[src/rtl/ps2_mouse_init_sequencer_pkg.sv]
// Shared types and PS/2 constants for the mouse init sequencer.
// The PS2_INTELLIMOUSE_EN macro stretches the step table with the wheel-detect knock sequence.
package ps2_mouse_init_sequencer_pkg;

  typedef enum logic [3:0] {
    ST_IDLE,
    ST_SEND,
    ST_WAIT_TX,
    ST_WAIT_ACK,
    ST_WAIT_BAT,
    ST_WAIT_ID,
    ST_WAIT_ID2,
    ST_STREAM,
    ST_FAIL
  } seqState_e;

  typedef enum logic [2:0] {
    FAIL_NONE      = 3'd0,
    FAIL_TIMEOUT   = 3'd1,
    FAIL_DEV_ERROR = 3'd2,
    FAIL_BAD_BAT   = 3'd3,
    FAIL_BAD_ID    = 3'd4,
    FAIL_TX_ERR    = 3'd5
  } failCode_e;

  localparam logic [7:0] CMD_RESET    = 8'hFF;
  localparam logic [7:0] CMD_SET_RATE = 8'hF3;
  localparam logic [7:0] CMD_GET_ID   = 8'hF2;
  localparam logic [7:0] CMD_ENABLE   = 8'hF4;
  localparam logic [7:0] RSP_ACK      = 8'hFA;
  localparam logic [7:0] RSP_RESEND   = 8'hFE;
  localparam logic [7:0] RSP_ERROR    = 8'hFC;
  localparam logic [7:0] RSP_BAT_OK   = 8'hAA;
  localparam logic [7:0] ID_STANDARD  = 8'h00;
  localparam logic [7:0] ID_WHEEL     = 8'h03;

`ifdef PS2_INTELLIMOUSE_EN
  // Step 7 is the Get-ID command whose ACK leads to the second ID check
  localparam logic [3:0] ID2_STEP  = 4'd7;
  localparam logic [3:0] LAST_STEP = 4'd10;
`else
  localparam logic [3:0] LAST_STEP = 4'd3;
`endif

endpackage

[src/rtl/ps2_timeout_timer.sv]
// Loadable down-counter; o_expire is high while enabled and the count has reached zero.
module ps2_timeout_timer #(
  parameter int unsigned W = 32
) (
  input  logic         i_clock,
  input  logic         i_reset,
  input  logic         i_load,
  input  logic [W-1:0] i_loadValue,
  input  logic         i_enable,
  output logic         o_expire
);

  logic [W-1:0] r_count;

  always_ff @(posedge i_clock) begin
    if (i_reset) begin
      r_count <= '0;
    end else if (i_load) begin
      r_count <= i_loadValue;
    end else if (i_enable && (r_count != '0)) begin
      r_count <= r_count - W'(1);
    end
  end

  assign o_expire = i_enable && (r_count == '0);

endmodule

[src/rtl/ps2_mouse_init_sequencer.sv]
// Host-side PS/2 mouse power-up sequencer: Reset, BAT/ID, Set Sample Rate, Enable Reporting.
// Define PS2_INTELLIMOUSE_EN to add the wheel knock sequence and the Wheel_present output.
module ps2_mouse_init_sequencer
  import ps2_mouse_init_sequencer_pkg::*;
#(
  parameter int unsigned CLK_HZ      = 100_000_000,
  parameter int unsigned ACK_TIMEOUT = CLK_HZ / 40,
  parameter int unsigned BAT_TIMEOUT = (CLK_HZ / 4) * 3,
  parameter int unsigned MAX_RETRY   = 3,
  parameter logic [7:0]  SAMPLE_RATE = 8'd100
) (
  input  logic       Clock_100MHz,
  input  logic       Clear,
  input  logic       Start,
  output logic       tx_req,
  output logic [7:0] tx_byte,
  input  logic       tx_busy,
  input  logic       tx_done,
  input  logic       tx_err,
  input  logic       rx_valid,
  input  logic [7:0] rx_byte,
  output logic       Busy,
  output logic       Stream_en,
  output logic       Data_reporting_pass,
  output logic       Init_fail,
  output logic [2:0] Fail_code
`ifdef PS2_INTELLIMOUSE_EN
  , output logic     Wheel_present
`endif
);

  localparam int unsigned RETRY_W = (MAX_RETRY < 1) ? 1 : $clog2(MAX_RETRY + 1);

  seqState_e           r_state, w_nextState;
  logic [3:0]          r_step, w_nextStep;
  logic [RETRY_W-1:0]  r_retry, w_nextRetry;
  failCode_e           r_failCode, w_nextFailCode;
  logic                r_pass, w_nextPass;
  logic                r_txReq, w_nextTxReq;
  logic [7:0]          r_txByte, w_nextTxByte;
  logic [7:0]          w_stepByte;
  logic                w_retryReq, w_retryTxErr;
  logic                w_timerLoad, w_timerEnable, w_timeout;
  logic [31:0]         w_timerLimit;
`ifdef PS2_INTELLIMOUSE_EN
  logic                r_wheel, w_nextWheel;
`endif

  always_comb begin
    w_stepByte = 8'h00;
`ifdef PS2_INTELLIMOUSE_EN
    case (r_step)
      4'd0:                    w_stepByte = CMD_RESET;
      4'd1, 4'd3, 4'd5, 4'd8:  w_stepByte = CMD_SET_RATE;
      4'd2:                    w_stepByte = 8'd200;
      4'd4:                    w_stepByte = 8'd100;
      4'd6:                    w_stepByte = 8'd80;
      4'd7:                    w_stepByte = CMD_GET_ID;
      4'd9:                    w_stepByte = SAMPLE_RATE;
      4'd10:                   w_stepByte = CMD_ENABLE;
      default:                 w_stepByte = 8'h00;
    endcase
`else
    case (r_step)
      4'd0:    w_stepByte = CMD_RESET;
      4'd1:    w_stepByte = CMD_SET_RATE;
      4'd2:    w_stepByte = SAMPLE_RATE;
      4'd3:    w_stepByte = CMD_ENABLE;
      default: w_stepByte = 8'h00;
    endcase
`endif
  end

  // Every state change reloads the timer, so each wait starts from a full window
  assign w_timerLoad   = (w_nextState != r_state);
  assign w_timerLimit  = (w_nextState == ST_WAIT_BAT) ? 32'(BAT_TIMEOUT - 1) : 32'(ACK_TIMEOUT - 1);
  assign w_timerEnable = r_state inside {ST_WAIT_TX, ST_WAIT_ACK, ST_WAIT_BAT, ST_WAIT_ID, ST_WAIT_ID2};

  ps2_timeout_timer #(.W(32)) u_timer (
    .i_clock     (Clock_100MHz),
    .i_reset     (Clear),
    .i_load      (w_timerLoad),
    .i_loadValue (w_timerLimit),
    .i_enable    (w_timerEnable),
    .o_expire    (w_timeout)
  );

  always_comb begin
    w_nextState    = r_state;
    w_nextStep     = r_step;
    w_nextRetry    = r_retry;
    w_nextFailCode = r_failCode;
    w_nextPass     = r_pass;
    w_nextTxReq    = 1'b0;
    w_nextTxByte   = r_txByte;
    w_retryReq     = 1'b0;
    w_retryTxErr   = 1'b0;
`ifdef PS2_INTELLIMOUSE_EN
    w_nextWheel    = r_wheel;
`endif

    case (r_state)
      ST_IDLE, ST_STREAM, ST_FAIL: begin
        if (Start) begin
          w_nextState    = ST_SEND;
          w_nextStep     = 4'd0;
          w_nextRetry    = '0;
          w_nextPass     = 1'b0;
          w_nextFailCode = FAIL_NONE;
`ifdef PS2_INTELLIMOUSE_EN
          w_nextWheel    = 1'b0;
`endif
        end
      end

      ST_SEND: begin
        if (!tx_busy) begin
          w_nextTxReq  = 1'b1;
          w_nextTxByte = w_stepByte;
          w_nextState  = ST_WAIT_TX;
        end
      end

      ST_WAIT_TX: begin
        if (tx_done) begin
          w_nextState = ST_WAIT_ACK;
        end else if (tx_err) begin
          w_retryReq   = 1'b1;
          w_retryTxErr = 1'b1;
        end
      end

      ST_WAIT_ACK: begin
        if (rx_valid) begin
          case (rx_byte)
            RSP_ACK: begin
              if (r_step == 4'd0) begin
                w_nextState = ST_WAIT_BAT;
              end else if (r_step == LAST_STEP) begin
                w_nextPass  = 1'b1;
                w_nextState = ST_STREAM;
`ifdef PS2_INTELLIMOUSE_EN
              end else if (r_step == ID2_STEP) begin
                w_nextState = ST_WAIT_ID2;
`endif
              end else begin
                w_nextStep  = r_step + 4'd1;
                w_nextRetry = '0;
                w_nextState = ST_SEND;
              end
            end
            RSP_ERROR: begin
              w_nextState    = ST_FAIL;
              w_nextFailCode = FAIL_DEV_ERROR;
            end
            default: w_retryReq = 1'b1;
          endcase
        end else if (w_timeout) begin
          w_retryReq = 1'b1;
        end
      end

      ST_WAIT_BAT: begin
        if (rx_valid) begin
          if (rx_byte == RSP_BAT_OK) begin
            w_nextState = ST_WAIT_ID;
          end else begin
            w_nextState    = ST_FAIL;
            w_nextFailCode = FAIL_BAD_BAT;
          end
        end else if (w_timeout) begin
          w_nextState    = ST_FAIL;
          w_nextFailCode = FAIL_TIMEOUT;
        end
      end

      ST_WAIT_ID: begin
        if (rx_valid) begin
          if (rx_byte == ID_STANDARD) begin
            w_nextStep  = 4'd1;
            w_nextRetry = '0;
            w_nextState = ST_SEND;
          end else begin
            w_nextState    = ST_FAIL;
            w_nextFailCode = FAIL_BAD_ID;
          end
        end else if (w_timeout) begin
          w_nextState    = ST_FAIL;
          w_nextFailCode = FAIL_TIMEOUT;
        end
      end

`ifdef PS2_INTELLIMOUSE_EN
      ST_WAIT_ID2: begin
        if (rx_valid) begin
          if ((rx_byte == ID_WHEEL) || (rx_byte == ID_STANDARD)) begin
            w_nextWheel = (rx_byte == ID_WHEEL);
            w_nextStep  = ID2_STEP + 4'd1;
            w_nextRetry = '0;
            w_nextState = ST_SEND;
          end else begin
            w_nextState    = ST_FAIL;
            w_nextFailCode = FAIL_BAD_ID;
          end
        end else if (w_timeout) begin
          w_nextState    = ST_FAIL;
          w_nextFailCode = FAIL_TIMEOUT;
        end
      end
`endif

      default: w_nextState = ST_IDLE;
    endcase

    // Resend, timeout and tx_err all share one retry budget per step
    if (w_retryReq) begin
      if (32'(r_retry) < MAX_RETRY) begin
        w_nextRetry = r_retry + RETRY_W'(1);
        w_nextState = ST_SEND;
      end else begin
        w_nextState    = ST_FAIL;
        w_nextFailCode = w_retryTxErr ? FAIL_TX_ERR : FAIL_TIMEOUT;
      end
    end
  end

  always_ff @(posedge Clock_100MHz) begin
    if (Clear) begin
      r_state    <= ST_IDLE;
      r_step     <= 4'd0;
      r_retry    <= '0;
      r_failCode <= FAIL_NONE;
      r_pass     <= 1'b0;
      r_txReq    <= 1'b0;
      r_txByte   <= 8'h00;
`ifdef PS2_INTELLIMOUSE_EN
      r_wheel    <= 1'b0;
`endif
    end else begin
      r_state    <= w_nextState;
      r_step     <= w_nextStep;
      r_retry    <= w_nextRetry;
      r_failCode <= w_nextFailCode;
      r_pass     <= w_nextPass;
      r_txReq    <= w_nextTxReq;
      r_txByte   <= w_nextTxByte;
`ifdef PS2_INTELLIMOUSE_EN
      r_wheel    <= w_nextWheel;
`endif
    end
  end

  assign tx_req              = r_txReq;
  assign tx_byte             = r_txByte;
  assign Busy                = !(r_state inside {ST_IDLE, ST_STREAM, ST_FAIL});
  assign Stream_en           = (r_state == ST_STREAM);
  assign Data_reporting_pass = r_pass;
  assign Init_fail           = (r_state == ST_FAIL);
  assign Fail_code           = r_failCode;
`ifdef PS2_INTELLIMOUSE_EN
  assign Wheel_present       = r_wheel;
`endif

endmodule

[config.mk]
export PLATFORM = sky130hd
export DESIGN_NAME = ps2_mouse_init_sequencer
export DESIGN_NICKNAME = d
export VERILOG_FILES = /design/src/rtl/ps2_mouse_init_sequencer_pkg.sv /design/src/rtl/ps2_timeout_timer.sv /design/src/rtl/ps2_mouse_init_sequencer.sv
export SDC_FILE = /design/constraint.sdc
export NUM_CORES = 1
export LEC_CHECK = 0
export CAP_MARGIN = 20
export CORE_MARGIN = 2
export CORE_UTILIZATION = 47
export CTS_CLUSTER_DIAMETER = 30
export DETAILED_ROUTE_END_ITERATION = 10
export DONT_BUFFER_PORTS = 1
export GPL_TIMING_DRIVEN = 1
export SLEW_MARGIN = 20
export SYNTH_ARGS = -nofsm -noshare
export SYNTH_HDL_FRONTEND = slang
export SYNTH_SLANG_ARGS = --single-unit
[constraint.sdc]
create_clock -name Clock_100MHz -period 5.03 [get_ports Clock_100MHz]
set_input_delay 1.006 -clock Clock_100MHz [delete_from_list [all_inputs] [get_ports Clock_100MHz]]
set_output_delay 1.006 -clock Clock_100MHz [all_outputs]
set_load 0.01 [all_outputs]
==> key figures, run 1 <==
Outcome
  – Run status: finished, final reports clean

Die
  – Initial Util: 0.479
  – Ports: 31
  – Core Box Area: 6680 um2
  – Die span in x: a little under 90 um
  – Row Count: 30
  – Die outline area: 7480 um2
  – Die outline height: 86.5 um

Clock network
  – Library cell used as clock root buffer: sky130_fd_sc_hd__clkbuf_8
  – Deepest clock path buffer count: 2
  – Count of clock tree sinks: 52
  – Hold buffer count at CTS: 0
  – Clock network latency to the later pin of the worst-skew pair: 310 ps
  – Clock slew at reported path FFs: approximately 100 ps
  – Number of buffers created by CTS: 5
  – Number of levels the H-tree was split into: 2
  – PostCTS Resize Cnt: 0
  – CTS tree: done
  – Buffer count from post-CTS setup fixing: 0

Routing
  – Post-DR vias/cell: around 6.2
  – Sum of routed wire length over all layers: just over 7 mm
  – Initial DRT Pass Iterations: 4
  – Number of nets with antenna violations after routing: 0
  – Routed length per instance: 16.2 um
  – Routed vias: 2773
  – Initial DRC Count: 91
  – Drt drc: 0

Global route
  – Grt ovf: 0
  – All-Layer GR Usage: 0.201
  – First-pass GRT wire length: roughly 12 mm
  – Largest net degree at the start of global routing: 53
  – Number of global-route vias before repair: roughly 2600
  – Antenna violations before repair: 0

STA
  – Crit path time final: about 3600 ps
  – Final critical-path share of the clock period: 0.715
  – Setup TNS: 0 ps
  – Fmax: about 280 MHz
  – Post-route setup slack: roughly 1400 ps
  – Worst slew margin relative to its limit: 0.421
  – Worst-Margin Slew: 860 ps
  – RSZ-0062 raised after global routing: false
  – Post-route clock skew: 11.3 ps
  – Final Max Slew Viols: 0
  – Final count of hold timing violations: 0
  – Setup-violating endpoint count in the final report: 0

Synth
  – Number of flops mapped to enable cells by yosys: 0
  – Sequential element share of the synthesized area: 0.325
  – Synthesis Warnings: 0
  – Average footprint of a synthesized cell: between 8 and 9 um2
  – Main synth FF type: sky130_fd_sc_hd__dfxtp_1
  – Area of the mapped netlist: approximately 3200 um2
  – Proportion of synthesized flip-flops having asynchronous set or reset: 0
  – Post-Syn Instances: ~380
  – Net count after synthesis: between 400 and 500
  – Number of synthesized register bits: 52
  – Post-synth cell types: between 70 and 80

Placed design
  – DP Wirelength: ~5.2 mm
  – Final weighted congestion in routability-driven placement: 0.867
  – Setup Slack @ Placement: 1090 ps
  – IO Port Bufs: 0

Power and ir drop
  – Sequential Power Share: 0.497
  – Cell Int Power: roughly 0.67 mW
  – Clock power frac: 0.252
  – Sw Share: 0.338
  – Switching power total: around 0.34 mW
  – Worst IR Drop VDD: 0.184 mV
  – Combinational power share: 0.251
  – P_leak: about 1.1 nW
  – Power per cell area: 311 nW/um2

Min path
  – Launch instance of the worst min-delay path: tx_byte[2]$_SDFFE_PP0P_
  – Worst min-delay path class: register to register

Worst setup path
  – Start-to-end type of the worst setup path: primary input to register
  – Launch point of the worst reg-to-reg path: u_timer.r_count[21]$_SDFFE_PP0P_
  – Worst path required time: between 5000 and 6000 ps
  – Maximum fanout along the worst path: 5
  – Data arrival at the endpoint of the critical path: 3850 ps
  – Capturing element type of the critical path: register
  – CP startpoint kind: primary input
  – Critical path startpoint: rx_byte[0]

Final layout
  – Commonest cells after routing, fill and taps aside: sky130_fd_sc_hd__dfxtp_1, sky130_fd_sc_hd__nor2_1, sky130_fd_sc_hd__nor3_1, sky130_fd_sc_hd__xnor2_1, sky130_fd_sc_hd__a21oi_1
  – Net count of the finished layout: roughly 390
  – Area grow syn2layout: 1.72%
  – Diode count: 0
  – Most common cell after layout, fill and taps aside: sky130_fd_sc_hd__dfxtp_1
  – Share of layout cells above drive strength 1: 0.0986

Run
  – MaxCap Viol Count: 0
==> power by group through the flow <==
stage / Clock, mW / Sequential, mW / Combinational, mW
6_report: 0.256 / 0.503 / 0.254
3_3_place_gp: 0 / 0.511 / 0.250
2_1_floorplan: 0 / 0.493 / 0.252
5_1_grt: 0.280 / 0.511 / 0.283
4_1_cts: 0.265 / 0.503 / 0.256
3_5_place_dp: 0 / 0.512 / 0.254
==> synth_stat cells, types with 4 or more instances <==
master                      n  area [um2]
sky130_fd_sc_hd__nor4_1    18         113
sky130_fd_sc_hd__o21a_1     4        30.0
sky130_fd_sc_hd__a21o_1     7        52.6
sky130_fd_sc_hd__nor2_1    30         113
sky130_fd_sc_hd__or4_1      6        45.0
sky130_fd_sc_hd__nand2b_1   7        43.8
sky130_fd_sc_hd__a31oi_1    5        31.3
sky130_fd_sc_hd__a211oi_1  10        75.1
sky130_fd_sc_hd__or3_1      6        37.5
sky130_fd_sc_hd__a21oi_1   24         120
sky130_fd_sc_hd__nand2_1   21        78.8
sky130_fd_sc_hd__ha_1       7        87.6
sky130_fd_sc_hd__inv_1     11        41.3
sky130_fd_sc_hd__o211ai_1   4        30.0
sky130_fd_sc_hd__clkbuf_1  14        52.6
sky130_fd_sc_hd__o21ai_0   10        50.1
sky130_fd_sc_hd__xor2_1     6        52.6
sky130_fd_sc_hd__nand3_1    9        45.0
sky130_fd_sc_hd__xnor2_1   25         219
sky130_fd_sc_hd__nor3_1    25         125
sky130_fd_sc_hd__dfxtp_1   52        1040
==> cell families (layout without fill, tap and decap cells) <==
family          Yosys count  count (layout)  share of synthesized area
compound gates           95              95                      0.212
simple gates            159             159                      0.285
buf+inv                  36              20                     0.0618
xor+xnor                 31              31                     0.0849
fa+ha+maj                 7               7                     0.0274
flops                    52              52                      0.325
mux                       1               1                    0.00313
==> layer usage <==
layer | global-route usage | vias to the layer above | share of wire
met5 | 0 | - | 0
met4 | 0.0682 | 0 | 0.014
met3 | 0.0333 | 8 | 0.044
met2 | 0.348 | 73 | 0.48
met1 | 0.254 | 1310 | 0.47
li1 | - | 1382 | -
==> cell type report <==
class	count	area (um2)
clock inverters	2	13.8
well taps	80	100
repair buffers	1	7.51
clock buffers	6	82.6
flip-flops and latches	52	1040
fillers	656	3430
multi-input cells	293	1970
inverters	11	41.3
==> flip-flops by register name (all words and copies together), names as in the netlist <==
register	cells
Data_reporting_pass	1
Fail_code	3
r_step	4
u_timer.r_count	32
r_retry	2
r_state	4
tx_byte	5
tx_req	1
==> stage by stage <==
stage | utilization | hold WS, ps | instance area (um2) | cells | power, mW
4_1_cts | 0.487 | 502 | 3250 | 445 | 1.02
2_1_floorplan | - | 476 | 3200 | 381 | 0.745
3_5_place_dp | 0.473 | 487 | 3160 | 437 | 0.766
5_1_grt | 0.487 | 522 | 3250 | 445 | 1.07
3_3_place_gp | 0.472 | 484 | 3150 | 437 | 0.760
6_report | 0.487 | 497 | 3250 | 445 | 1.01
==> critical path, stage by stage <==
cell	delay [ps]
sky130_fd_sc_hd__nor4_1	660
sky130_fd_sc_hd__a21oi_1	200
sky130_fd_sc_hd__or4_2	670
sky130_fd_sc_hd__o211a_1	270
sky130_fd_sc_hd__or3_4	370
sky130_fd_sc_hd__a311oi_1	540
sky130_fd_sc_hd__a21o_1	140
==> final timing paths <==
kind	endpoint	depth (start not counted)	slack (ps)
worst min register to register	tx_byte[2]$_SDFFE_PP0P_	2	500
worst min-delay path	tx_byte[2]$_SDFFE_PP0P_	2	500
worst max-delay path	u_timer.r_count[18]$_SDFFE_PP0P_	7	1430
worst max register to register	u_timer.r_count[16]$_SDFFE_PP0P_	7	1660
No activity file was read; power rests on OpenSTA's default activity.
==> run 2: changes to the inputs <==
==> constraint.sdc (replaced) <==
create_clock -name Clock_100MHz -period 3.03 [get_ports Clock_100MHz]
set_input_delay 0.606 -clock Clock_100MHz [delete_from_list [all_inputs] [get_ports Clock_100MHz]]
set_output_delay 0.606 -clock Clock_100MHz [all_outputs]
set_load 0.01 [all_outputs]
==> key figures, run 2 (synthesis gave the netlist of run 1 again) <==
STA
  – Final count of hold timing violations: 0
  – Setup-violating endpoint count in the final report: 0
  – RSZ-0062 raised after global routing: true
  – Worst slew margin relative to its limit: 0.637
  – Final critical-path share of the clock period: 0.983
  – Post-route clock skew: 8.95 ps
  – Crit path time final: a little under 3000 ps
  – Setup TNS: 0 ps
  – Fmax: roughly 340 MHz
  – Worst-Margin Slew: about 540 ps
  – Final hold slack: ~360 ps
  – Final Max Slew Viols: 0

Die
  – Core Box Area: about 6700 um2
  – Die outline area: 7480 um2
  – Row Count: 30
  – Initial Util: 0.479
  – Die outline height: between 80 and 90 um
  – Die span in x: about 87 um
  – Ports: 31

Final layout
  – Max FFs per register: 32
  – Layout filler cell count: 622
  – Diode count: 0
  – Commonest cells after routing, fill and taps aside: sky130_fd_sc_hd__dfxtp_1, sky130_fd_sc_hd__buf_4, sky130_fd_sc_hd__nor2_1, sky130_fd_sc_hd__xnor2_1, sky130_fd_sc_hd__a21oi_1
  – Biggest register: u_timer.r_count
  – Area grow syn2layout: 16.1%
  – Net count of the finished layout: approximately 430
  – Fin cells: ~500
  – Most common cell after layout, fill and taps aside: sky130_fd_sc_hd__dfxtp_1
  – Share of layout cells above drive strength 1: 0.239

Power and ir drop
  – Switching power total: roughly 0.63 mW
  – Clock power frac: 0.220
  – Combinational power share: 0.351
  – P_leak: approximately 1.3 nW
  – Worst IR Drop VDD: 0.299 mV
  – Sw Share: 0.334
  – Sequential Power Share: 0.429
  – Cell Int Power: between 1 and 1.5 mW
  – Power after layout: ~1.9 mW
  – Power per cell area: about 500 nW/um2

Global route
  – Largest net degree at the start of global routing: 53
  – Number of global-route vias before repair: 2788
  – Grt ovf: 0
  – Antenna violations before repair: 0
  – GR met1 Demand/Resource: 0.275
  – All-Layer GR Usage: 0.213
  – First-pass GRT wire length: between 10 and 15 mm
  – Global-route met2 utilization: 0.366
  – Grt met3 use: 0.0429
  – Busiest layer in global routing: met2

Worst setup path
  – Critical path startpoint: u_timer.r_count[21]$_SDFFE_PP0P_
  – Maximum fanout along the worst path: 5
  – Endpoint of the lowest-slack register-to-register path: u_timer.r_count[18]$_SDFFE_PP0P_
  – Data arrival at the endpoint of the critical path: 3230 ps
  – CP startpoint kind: register
  – Crit path buffers/inverters: 1
  – Worst path required time: 3280 ps
  – Crit path max-delay family: simple AND/OR/NAND/NOR gates
  – Launch point of the worst reg-to-reg path: u_timer.r_count[21]$_SDFFE_PP0P_
  – Path depth of the worst reg2reg path: 8
  – Capturing element type of the critical path: register
  – Library cell contributing the largest single delay on the critical path: sky130_fd_sc_hd__or4_4
  – CP Capture Point: u_timer.r_count[18]$_SDFFE_PP0P_
  – Largest stage delay, worst path: 530 ps
  – Cells traversed along the worst timing path: or4_4 -> or4_4 -> or4_4 -> buf_6 -> a211o_1 -> o211a_2 -> a311oi_2 -> a21o_1
  – R2r setup slk: 50 ps
  – Start-to-end type of the worst setup path: register to register
  – Most numerous cell on the critical path: sky130_fd_sc_hd__or4_4
  – Logic depth of the worst path, buffers included: 8

Clock network
  – Deepest clock path buffer count: 2
  – Count of clock tree sinks: 52
  – Number of buffers created by CTS: 5
  – Clock slew at reported path FFs: about 90 ps
  – CTS tree: done
  – Library cell used as clock root buffer: sky130_fd_sc_hd__clkbuf_8
  – Clock network latency to the later pin of the worst-skew pair: 300 ps
  – Number of levels the H-tree was split into: 2

Placed design
  – Final weighted congestion in routability-driven placement: approximately 0.81
  – IO Port Bufs: 0
  – DP Wirelength: 5.57 mm
  – Total instance count after detailed placement: ~480

Routing
  – Routed length per instance: between 15 and 20 um
  – Post-DR vias/cell: 5.98
  – Initial DRC Count: 80
  – Drt drc: 0
  – Sum of routed wire length over all layers: roughly 8.1 mm
  – Initial DRT Pass Iterations: 4
  – Routed vias: 2928
  – Number of nets with antenna violations after routing: 0

Min path
  – Count of cells along the worst hold path: 1
  – Worst min-delay path class: primary input to register

Run
  – MaxCap Viol Count: 0

Outcome
  – Run status: finished, final reports clean
## run 2: how the worst min path moves through the flow
stage | startpoint | endpoint | slack [ps]
2_1_floorplan | tx_byte[2]$_SDFFE_PP0P_ | tx_byte[2]$_SDFFE_PP0P_ | 480
4_1_cts | Clear | u_timer.r_count[4]$_SDFFE_PP0P_ | 340
3_5_place_dp | tx_byte[2]$_SDFFE_PP0P_ | tx_byte[2]$_SDFFE_PP0P_ | 480
3_3_place_gp | tx_byte[2]$_SDFFE_PP0P_ | tx_byte[2]$_SDFFE_PP0P_ | 480
5_1_grt | Clear | u_timer.r_count[5]$_SDFFE_PP0P_ | 340
6_report | Clear | u_timer.r_count[5]$_SDFFE_PP0P_ | 360
## run 2: through the flow
stage,util,instance area [um2],worst slack (ps)
global placement,0.517,3450,-19.7
global route,0.556,3710,-35.2
detailed placement,0.517,3450,-154
floorplan,-,3210,-76.0
CTS,0.537,3590,5.32
finish,0.556,3710,50.5
## run 2: power by group through the flow
| stage | clock (mW) | combinational [mW] | sequential (mW) |
|---|---|---|---|
| detailed placement | 0 | 0.559 | 0.823 |
| CTS | 0.426 | 0.591 | 0.808 |
| finish | 0.415 | 0.662 | 0.810 |
| global route | 0.450 | 0.725 | 0.820 |
| floorplan | 0 | 0.418 | 0.819 |
| global placement | 0 | 0.559 | 0.822 |
## run 2: worst reg2reg max path, cell delays in order (launching register included)
cell and delay [ps]:
sky130_fd_sc_hd__dfxtp_1 330, sky130_fd_sc_hd__or4_4 530, sky130_fd_sc_hd__or4_4 500, sky130_fd_sc_hd__or4_4 440, sky130_fd_sc_hd__buf_6 150, sky130_fd_sc_hd__a211o_1 260
sky130_fd_sc_hd__o211a_2 190, sky130_fd_sc_hd__a311oi_2 420, sky130_fd_sc_hd__a21o_1 120
## run 2: area by class of cell
| type | instances | area [um2] | share of cell area |
|---|---|---|---|
| flip-flops and latches | 52 | 1040 | 0.280 |
| clock buffers | 6 | 82.6 | 0.0222 |
| inverters | 11 | 41.3 | 0.0111 |
| repair buffers | 45 | 375 | 0.101 |
| well taps | 80 | 100 | 0.0270 |
| clock inverters | 2 | 10.0 | 0.00270 |
| multi-input cells | 294 | 2060 | 0.556 |
## run 2: per-layer routing
layer	up-vias	wire length, um
li1	1477	-
met1	1395	3710
met2	48	4020
met3	8	270
met4	0	68
met5	-	0
## run 2: repair_timing
| action | in CTS | in global routing |
|---|---|---|
| endpoints found under the setup margin | 17 | 32 |
| hold buffers | 0 | 0 |
| cloned | 1 | 1 |
| gates resized for setup | 4 | 17 |
| buffers inserted | 2 | 3 |
| pin swaps | 2 | 3 |
==> run 3: changes to the inputs <==
--- a/config.mk
+++ b/config.mk
@@ -7,7 +7,7 @@
 export LEC_CHECK = 0
 export CAP_MARGIN = 20
 export CORE_MARGIN = 2
-export CORE_UTILIZATION = 47
+export CORE_UTILIZATION = 35
 export CTS_CLUSTER_DIAMETER = 30
 export DETAILED_ROUTE_END_ITERATION = 10
 export DONT_BUFFER_PORTS = 1
==> key figures, run 3 (synthesis gave the netlist of run 1 again) <==
Clock network
  – Clock network latency to the later pin of the worst-skew pair: a little over 300 ps
  – Library cell used as clock root buffer: sky130_fd_sc_hd__clkbuf_8
  – Hold buffer count at CTS: 0
  – Count of clock tree sinks: 52
  – CTS tree: done
  – Number of buffers created by CTS: 5
  – Clock slew at reported path FFs: 100 ps
  – Deepest clock path buffer count: 2
  – Number of levels the H-tree was split into: 2

Final layout
  – Net count of the finished layout: between 400 and 500
  – Max FFs per register: 32
  – Area grow syn2layout: 16.5%
  – Commonest cells after routing, fill and taps aside: sky130_fd_sc_hd__dfxtp_1, sky130_fd_sc_hd__buf_4, sky130_fd_sc_hd__nor2_1, sky130_fd_sc_hd__xnor2_1
  – Most common cell after layout, fill and taps aside: sky130_fd_sc_hd__dfxtp_1
  – Fin cells: approximately 500
  – Post-layout utilization of the core: 0.423
  – Share of layout cells above drive strength 1: 0.227
  – Biggest register: u_timer.r_count
  – Diode count: 0

Routing
  – Number of nets with antenna violations after routing: 0
  – Initial DRC Count: about 160
  – Routed length per instance: approximately 16 um
  – Drt drc: 0
  – Routed vias: between 2000 and 3000
  – Post-DR vias/cell: 5.78
  – Initial DRT Pass Iterations: 5
  – Sum of routed wire length over all layers: a little over 8 mm

Worst setup path
  – Critical path startpoint: u_timer.r_count[20]$_SDFFE_PP0P_
  – Capturing element type of the critical path: register
  – Endpoint of the lowest-slack register-to-register path: u_timer.r_count[18]$_SDFFE_PP0P_
  – R2r setup slk: 20 ps
  – CP startpoint kind: register
  – Data arrival at the endpoint of the critical path: 3270 ps
  – Start-to-end type of the worst setup path: register to register
  – CP Capture Point: u_timer.r_count[18]$_SDFFE_PP0P_
  – Path depth of the worst reg2reg path: 9
  – Worst path required time: 3290 ps
  – Launch point of the worst reg-to-reg path: u_timer.r_count[20]$_SDFFE_PP0P_
  – Maximum fanout along the worst path: 6

Die
  – Core Box Area: around 8800 um2
  – Die span in x: 99.6 um
  – Ports: 31
  – Initial Util: 0.363
  – Die outline area: 9920 um2
  – Row Count: 34
  – Die outline height: roughly 100 um

Power and ir drop
  – Power per cell area: 523 nW/um2
  – P_leak: approximately 1.3 nW
  – Worst IR Drop VDD: 0.321 mV

STA
  – Worst slew margin relative to its limit: 0.643
  – Final critical-path share of the clock period: 0.995
  – RSZ-0062 raised after global routing: true
  – Final Max Slew Viols: 0
  – Crit path time final: 3010 ps
  – Final count of hold timing violations: 0
  – Worst-Margin Slew: around 530 ps
  – Setup-violating endpoint count in the final report: 0
  – Post-route clock skew: 11.1 ps
  – Fmax: between 300 and 400 MHz

Run
  – MaxCap Viol Count: 0

Global route
  – Largest net degree at the start of global routing: between 50 and 60
  – All-Layer GR Usage: 0.158
  – Antenna violations before repair: 0
  – First-pass GRT wire length: around 13 mm
  – Grt ovf: 0
  – Number of global-route vias before repair: about 2700

Placed design
  – Final weighted congestion in routability-driven placement: approximately 0.90
  – IO Port Bufs: 0
  – DP Wirelength: between 5 and 6 mm
  – Total instance count after detailed placement: 496

Min path
  – Worst min-delay path class: primary input to register

Outcome
  – Run status: finished, final reports clean
[run 3: worst min path at each step]
stage	startpoint	end	slack, ps	cells past startpoint
after floorplan	tx_byte[2]$_SDFFE_PP0P_	tx_byte[2]$_SDFFE_PP0P_	480	2
after global placement	tx_byte[2]$_SDFFE_PP0P_	tx_byte[2]$_SDFFE_PP0P_	480	2
after detailed placement	tx_byte[2]$_SDFFE_PP0P_	tx_byte[2]$_SDFFE_PP0P_	480	2
after CTS	Clear	u_timer.r_count[7]$_SDFFE_PP0P_	340	1
after global routing	Clear	u_timer.r_count[4]$_SDFFE_PP0P_	330	1
final	Clear	u_timer.r_count[4]$_SDFFE_PP0P_	340	1
[run 3: metal layers]
metal	global-route usage	share of wire	up-vias
li1	-	-	1451
met1	0.218	0.48	1429
met2	0.267	0.48	55
met3	0.0239	0.036	9
met4	0.0285	0.0082	0
met5	0	0	-
[run 3: layout make-up]
cell class	count	area, um2
Tap cell	108	135
Timing Repair Buffer	35	278
Inverter	11	41.3
Sequential cell	52	1050
Multi-Input combinational cell	295	2100
Clock buffer	6	82.6
Fill cell	883	5080
Clock inverter	2	38.8
[run 3: power by group]
part / internal [mW] / total (mW) / switching, mW
registers: 0.754 / 0.816 / 0.0616
logic: 0.281 / 0.619 / 0.337
clock network: 0.271 / 0.514 / 0.243
[run 3: worst max-delay path, cell delays in order (launching register included)]
cell and delay (ps):
sky130_fd_sc_hd__dfxtp_2 330, sky130_fd_sc_hd__or4_4 530, sky130_fd_sc_hd__or4_4 440, sky130_fd_sc_hd__or4_4 530
sky130_fd_sc_hd__buf_6 150, sky130_fd_sc_hd__a211oi_4 260, sky130_fd_sc_hd__buf_6 140, sky130_fd_sc_hd__o21ai_4 90
sky130_fd_sc_hd__a311oi_4 350, sky130_fd_sc_hd__a21o_1 130
[run 3: what timing repair did]
action,4_1_cts,5_1_grt
pin swaps,1,18
setup endpoints to repair,30,32
buffers inserted,0,4
gates resized for setup,4,28
gates cloned,1,1
[run 3: per-stage QoR]
stage / total power [mW] / setup WS, ps / hold WS (ps) / TNS [ps] / cell area, um2
2_1_floorplan: 1.24 / -76.0 / 476 / -299 / 3210
3_3_place_gp: 1.34 / 15.8 / 483 / 0 / 3420
3_5_place_dp: 1.35 / -41.3 / 484 / -288 / 3420
4_1_cts: 1.89 / -1.93 / 338 / -3.03 / 3570
5_1_grt: 2.04 / -52.0 / 328 / -909 / 3730
6_report: 1.95 / 15.9 / 337 / 0 / 3730
